## src/rtl/vga_timing_pkg.sv

```systemverilog
// vga_timing_pkg: default 640x480 timing constants and the coordinate type
// shared by the VGA timing generator and its users.
package vga_timing_pkg;
    localparam int VGA_H_ACTIVE = 640;
    localparam int VGA_H_FP     = 16;
    localparam int VGA_H_SYNC   = 96;
    localparam int VGA_H_BP     = 48;
    localparam int VGA_V_ACTIVE = 480;
    localparam int VGA_V_FP     = 10;
    localparam int VGA_V_SYNC   = 2;
    localparam int VGA_V_BP     = 33;
    localparam int VGA_CLK_DIV  = 2;
    localparam int VGA_COORD_W  = 10;

    typedef logic [VGA_COORD_W-1:0] coord_t;
endpackage

```

## src/rtl/pix_div.sv

```systemverilog
// pix_div: divides Clk down to a one-cycle pixel enable every CLK_DIV cycles.
// The count only moves while run is high, so a pause resumes mid-period.
module pix_div #(
    parameter int CLK_DIV = 2
) (
    input  logic Clk,
    input  logic Reset,
    input  logic run,
    output logic pix_en
);
    localparam int             DW   = (CLK_DIV > 1) ? $clog2(CLK_DIV) : 1;
    localparam logic [DW-1:0]  LAST = DW'(CLK_DIV - 1);

    logic [DW-1:0] div_q, div_d;

    // Next divider count: wrap at LAST, hold while paused.
    always_comb begin
        div_d = div_q;
        if (run) begin
            div_d = (div_q == LAST) ? '0 : div_q + 1'b1;
        end
    end

    // Divider register.
    always_ff @(posedge Clk or posedge Reset) begin
        if (Reset) begin
            div_q <= '0;
        end else begin
            div_q <= div_d;
        end
    end

    // With CLK_DIV=1 the compare is always true, so pix_en follows run.
    assign pix_en = run && (div_q == LAST);
endmodule

```

## src/rtl/vga_timing_gen.sv

```systemverilog
// vga_timing_gen: VGA raster timing (sync, blank, coordinates, line/frame
// pulses). Define VGA_TIMING_PREFETCH_EN to add NextX/NextY, the position one
// pixel ahead, for sprite ROMs with one pixel of read latency.
module vga_timing_gen
    import vga_timing_pkg::*;
#(
    parameter int H_ACTIVE = VGA_H_ACTIVE,
    parameter int H_FP     = VGA_H_FP,
    parameter int H_SYNC   = VGA_H_SYNC,
    parameter int H_BP     = VGA_H_BP,
    parameter int V_ACTIVE = VGA_V_ACTIVE,
    parameter int V_FP     = VGA_V_FP,
    parameter int V_SYNC   = VGA_V_SYNC,
    parameter int V_BP     = VGA_V_BP,
    parameter int CLK_DIV  = VGA_CLK_DIV,
    parameter bit SYNC_POL = 1'b0,
    parameter int COORD_W  = VGA_COORD_W
) (
    input  logic               Clk,
    input  logic               Reset,
    input  logic               run,
    output logic               pix_en,
    output logic [COORD_W-1:0] DrawX,
    output logic [COORD_W-1:0] DrawY,
    output logic               VGA_HS,
    output logic               VGA_VS,
    output logic               VGA_BLANK_N,
    output logic               VGA_SYNC_N,
    output logic               frame_start,
`ifdef VGA_TIMING_PREFETCH_EN
    output logic               line_start,
    output logic [COORD_W-1:0] NextX,
    output logic [COORD_W-1:0] NextY
`else
    output logic               line_start
`endif
);
    localparam int H_TOTAL = H_ACTIVE + H_FP + H_SYNC + H_BP;
    localparam int V_TOTAL = V_ACTIVE + V_FP + V_SYNC + V_BP;

    localparam logic [COORD_W-1:0] H_LAST   = COORD_W'(H_TOTAL - 1);
    localparam logic [COORD_W-1:0] V_LAST   = COORD_W'(V_TOTAL - 1);
    localparam logic [COORD_W-1:0] H_ACT_C  = COORD_W'(H_ACTIVE);
    localparam logic [COORD_W-1:0] V_ACT_C  = COORD_W'(V_ACTIVE);
    localparam logic [COORD_W-1:0] HS_FIRST = COORD_W'(H_ACTIVE + H_FP);
    localparam logic [COORD_W-1:0] HS_LAST  = COORD_W'(H_ACTIVE + H_FP + H_SYNC - 1);
    localparam logic [COORD_W-1:0] VS_FIRST = COORD_W'(V_ACTIVE + V_FP);
    localparam logic [COORD_W-1:0] VS_LAST  = COORD_W'(V_ACTIVE + V_FP + V_SYNC - 1);

    logic [COORD_W-1:0] h_q, h_d, v_q, v_d;
    logic               hs_q, hs_d, vs_q, vs_d, blank_q, blank_d;
    logic               fs_q, fs_d, ls_q, ls_d;

    pix_div #(.CLK_DIV(CLK_DIV)) u_pix_div (
        .Clk    (Clk),
        .Reset  (Reset),
        .run    (run),
        .pix_en (pix_en)
    );

    // Raster position: h advances per pixel, v advances on the h wrap.
    always_comb begin
        h_d = h_q;
        v_d = v_q;
        if (pix_en) begin
            if (h_q == H_LAST) begin
                h_d = '0;
                v_d = (v_q == V_LAST) ? '0 : v_q + 1'b1;
            end else begin
                h_d = h_q + 1'b1;
            end
        end
    end

    // Decode the position the outputs will show next cycle, so every output
    // register lines up with DrawX/DrawY. Pulses only fire on a pixel step.
    always_comb begin
        hs_d    = ((h_d >= HS_FIRST) && (h_d <= HS_LAST)) ? SYNC_POL : ~SYNC_POL;
        vs_d    = ((v_d >= VS_FIRST) && (v_d <= VS_LAST)) ? SYNC_POL : ~SYNC_POL;
        blank_d = (h_d < H_ACT_C) && (v_d < V_ACT_C);
        ls_d    = pix_en && (h_d == '0);
        fs_d    = ls_d && (v_d == '0);
    end

    // Output registers; reset parks at the last pixel so the first step lands on (0,0).
    always_ff @(posedge Clk or posedge Reset) begin
        if (Reset) begin
            h_q     <= H_LAST;
            v_q     <= V_LAST;
            hs_q    <= ~SYNC_POL;
            vs_q    <= ~SYNC_POL;
            blank_q <= 1'b0;
            fs_q    <= 1'b0;
            ls_q    <= 1'b0;
        end else begin
            h_q     <= h_d;
            v_q     <= v_d;
            hs_q    <= hs_d;
            vs_q    <= vs_d;
            blank_q <= blank_d;
            fs_q    <= fs_d;
            ls_q    <= ls_d;
        end
    end

    assign DrawX       = h_q;
    assign DrawY       = v_q;
    assign VGA_HS      = hs_q;
    assign VGA_VS      = vs_q;
    assign VGA_BLANK_N = blank_q;
    assign VGA_SYNC_N  = 1'b0;
    assign frame_start = fs_q;
    assign line_start  = ls_q;

`ifdef VGA_TIMING_PREFETCH_EN
    logic [COORD_W-1:0] nx_q, nx_d, ny_q, ny_d;

    // One pixel ahead of the next displayed position, wrapping like h/v.
    always_comb begin
        nx_d = h_d + 1'b1;
        ny_d = v_d;
        if (h_d == H_LAST) begin
            nx_d = '0;
            ny_d = (v_d == V_LAST) ? '0 : v_d + 1'b1;
        end
    end

    // Look-ahead registers, updated together with DrawX/DrawY.
    always_ff @(posedge Clk or posedge Reset) begin
        if (Reset) begin
            nx_q <= '0;
            ny_q <= '0;
        end else begin
            nx_q <= nx_d;
            ny_q <= ny_d;
        end
    end

    assign NextX = nx_q;
    assign NextY = ny_q;
`endif
endmodule

```

## config.mk

```make
export PLATFORM = sky130hd
export DESIGN_NAME = vga_timing_gen
export DESIGN_NICKNAME = d
export VERILOG_FILES = /design/src/rtl/vga_timing_pkg.sv /design/src/rtl/pix_div.sv /design/src/rtl/vga_timing_gen.sv
export SDC_FILE = /design/constraint.sdc
export NUM_CORES = 1
export LEC_CHECK = 0
export BUFFER_PORTS_ARGS = -buffer_cell sky130_fd_sc_hd__buf_4
export CAP_MARGIN = 40
export CORE_AREA = 3 3 71 67
export CTS_CLUSTER_SIZE = 14
export DETAILED_ROUTE_END_ITERATION = 12
export DIE_AREA = 0 0 74 70
export PLACE_DENSITY = 0.58
export SLEW_MARGIN = 15
export SYNTH_ARGS = -nofsm -noshare
export SYNTH_HDL_FRONTEND = slang
export SYNTH_SLANG_ARGS = --single-unit
export TNS_END_PERCENT = 30
```

## constraint.sdc

```tcl
create_clock -name Clk -period 6.1 [get_ports Clk]
set_input_delay 0.915 -clock Clk [delete_from_list [all_inputs] [get_ports Clk]]
set_output_delay 0.915 -clock Clk [all_outputs]
set_load 0.005 [all_outputs]
```

==> impl_metrics.tcl <==
set metrics [dict create \
    totalWireLength_um 3830 \
    cts_setup_buffers 0 \
    firstDrtPassIters 4 \
    syn_inst 174 \
    dp.cells 243 \
    worst-setup-path-type "reg2reg" \
    viasPerCell 5.64 \
    vdd_drop_max_uv 88.9 \
    fp.dieW_um 74 \
    hp-class "reg2reg" \
    reg2reg_slack_ns 3.37 \
    track_usage_pct 15.8 \
    power_leakage_uw 0.000797 \
    crit_arrival_ns 2.91 \
    final_cells 247 \
    max-clock-path-buffers 2 \
    clk_latency_ns 0.27 \
    die_height_um 70 \
    cts_sinks 26 \
    cts_max_level 1 \
    synth_top_area_share_pct 21.8 \
    hpwl_um 2910 \
    io_buffers 28 \
    synth.area.top_cells "dfrtp_1 (22%), dfstp_2 (20%), nand4_1 (4.3%)" \
    outcome "finished clean" \
    cts_buffers 3 \
    placed_area_um2 1850 \
    initialDrtViolationCount 102 \
    hold_end "u_pix_div.div_q" \
    crit_path_start_kind "register" \
    syn2layout_area_growth_pct 18.1 \
    period_minus_slack_ns 2.73 \
    finalSetupTns_ns 0 \
    synth_seq_cells 26 \
    syn_area_um2 1610 \
    start_util_pct 39.7 \
    fmax_ghz 0.366 \
    gp_congestion 0.870 \
    synth_ff_type "dfrtp_1" \
    fill_cells 412 \
    tightest_slew_ns 0.513 \
    stdcell_area_um2 1900 \
    dr_total_vias 1392 \
    finalMaxSlewViolations 0 \
    maxSlewHeadroom_pct 65.6 \
    ant_nets 0 \
    synthesis.nets 180 \
    synthArstFlopShare_pct 100 \
    r2r_end "frame_start" \
    fin_skew_ns 0.00151 \
    grt_pass1_wl_um 6540 \
    ys_top_cells_by_count "nand2_1 (17), dfrtp_1 (14)" \
    antenna_found_initial 0 \
    finalHoldViolations 0 \
    powerDensity_nw_per_um2 231 \
    pin_count 30 \
    ff2ff_path_depth 7 \
    ctsHoldBuffers 0 \
    critPathRequiredTime_ns 6.28 \
    die_area_um2 5180 \
    worstPathMaxFanout 12 \
    diodes 0 \
    syn_avg_cell_area_um2 9.24 \
    whs_ns 0.524 \
    synth_most_common_cell "nand2_1" \
    holdPathStages 1 \
    ys_types 49 \
    yosysSeqAreaShare_pct 41.4 \
    clock-root-buffer "clkbuf_8" \
    floorplan.rows 22 \
    synth_edf_count 0 \
    end_kind "register" \
    synth_area_leader_cell "dfrtp_1" \
    core-area_um2 4050 \
    postCtsResizedCells 0 \
    grt_max_degree 21 \
    synth_warnings 0 \
    grt_overflow_total 0 \
    avgRoutedWirePerCell_um 15.5 \
    setup_viol 0 \
    hp-start "u_pix_div.div_q" \
    grt_pass1_vias 1313 \
    drive_above_1_share_pct 29.6 \
    remaining_drc_errors 0 \
    reg2reg_from "DrawX[1]" \
    cts_tree "yes" \
    fin_crit_sh_pct 44.8 \
    grt_setup_unrepaired "false" \
    clkTransAtPathRegs_ns 0.09 \
    nNetsFinal 206 \
    maxCapViolations 0 \
]
==> cell usage in the layout, fill, tap and decap left out, types with 2 or more instances in the layout <==
cell | netlist | final
or2_2 | 2 | 2
xnor2_1 | 6 | 6
inv_1 | 12 | 12
nand3_1 | 12 | 12
nor2_1 | 12 | 12
nor4_1 | 4 | 4
nand2_1 | 17 | 17
nand4b_1 | 2 | 2
clkbuf_8 | 0 | 3
dfrtp_1 | 14 | 14
xor2_1 | 6 | 6
nand4_1 | 11 | 11
ha_1 | 3 | 3
nor4b_4 | 2 | 2
buf_4 | 1 | 28
nor3b_1 | 2 | 2
a21oi_1 | 5 | 5
nor3_1 | 6 | 6
dfstp_2 | 12 | 12
o31ai_1 | 2 | 2
a21boi_0 | 2 | 2
o21ai_0 | 5 | 5
and3_1 | 5 | 5
==> how the worst max path moves through the flow <==
stage,start,endpoint,slack [ns],cells past startpoint
final,DrawX[1],frame_start,3.37,7
after floorplan,run,frame_start,3.60,8
after CTS,DrawX[1],frame_start,3.35,7
after global routing,DrawX[1],frame_start,3.11,7
after global placement,run,VGA_BLANK_N,3.37,7
after detailed placement,run,frame_start,3.26,7
==> critical path, stage by stage (launching register included) <==
cell and delay, ns:
dfstp_2 0.62, ha_1 0.30, and3_1 0.31, nand4_1 0.44, nor3_1 0.35, xor2_1 0.13, nand4bb_1 0.22, nor4b_2 0.27
==> routing by layer <==
layer  GRT usage [%]  vias up  share of wire (%)
li1                -      677                  -
met3            3.31        2                6.0
met4            3.62        0               0.63
met2            22.5       40                 43
met5               0        -                  0
met1            24.1      673                 50
==> cell type report <==
cell class | count | area (um^2) | share of cell area [%]
Clock buffer | 4 | 45.0 | 2.37
Inverter | 12 | 45.0 | 2.37
Multi-Input combinational cell | 128 | 846 | 44.5
Sequential cell | 26 | 666 | 35.0
Tap cell | 48 | 60.1 | 3.16
Timing Repair Buffer | 29 | 238 | 12.5
==> power by group <==
part / total, uW / internal (uW) / leakage [uW] / switching [uW]
registers: 239 / 203 / 0.000292 / 36.4
logic: 98.9 / 52.5 / 0.000482 / 46.4
clock network: 99.8 / 46.8 / 0.0000228 / 53.1
total: 438 / 302 / 0.000797 / 136
==> kinds of logic after synthesis <==
logic type	count (synthesis)	share of synthesized area, %
AO/OA/AOI/OAI	28	12.1
XOR/XNOR	12	6.54
adder cells (fa/ha/maj)	3	2.33
buffers and inverters	20	5.99
flip-flops	26	41.4
multiplexers	1	0.623
other	1	0.233
AND/OR/NAND/NOR	83	30.7
==> per-stage QoR <==
step                setup WS, ns  utilization, %  total power (uW)
finish                      3.37            46.9               438
global route                3.11            46.9               464
CTS                         3.35            46.9               445
detailed placement          3.26            45.8               341
global placement            3.37            45.1               336
floorplan                   3.60               -               293
==> state kept, by name, summed over array words and instances, names as in the netlist <==
register and flops:
VGA_VS 1, frame_start 1, u_pix_div.div_q 1, VGA_HS 1, DrawY 10, line_start 1
VGA_BLANK_N 1, DrawX 10
No activity file was read; power rests on OpenSTA's default activity.
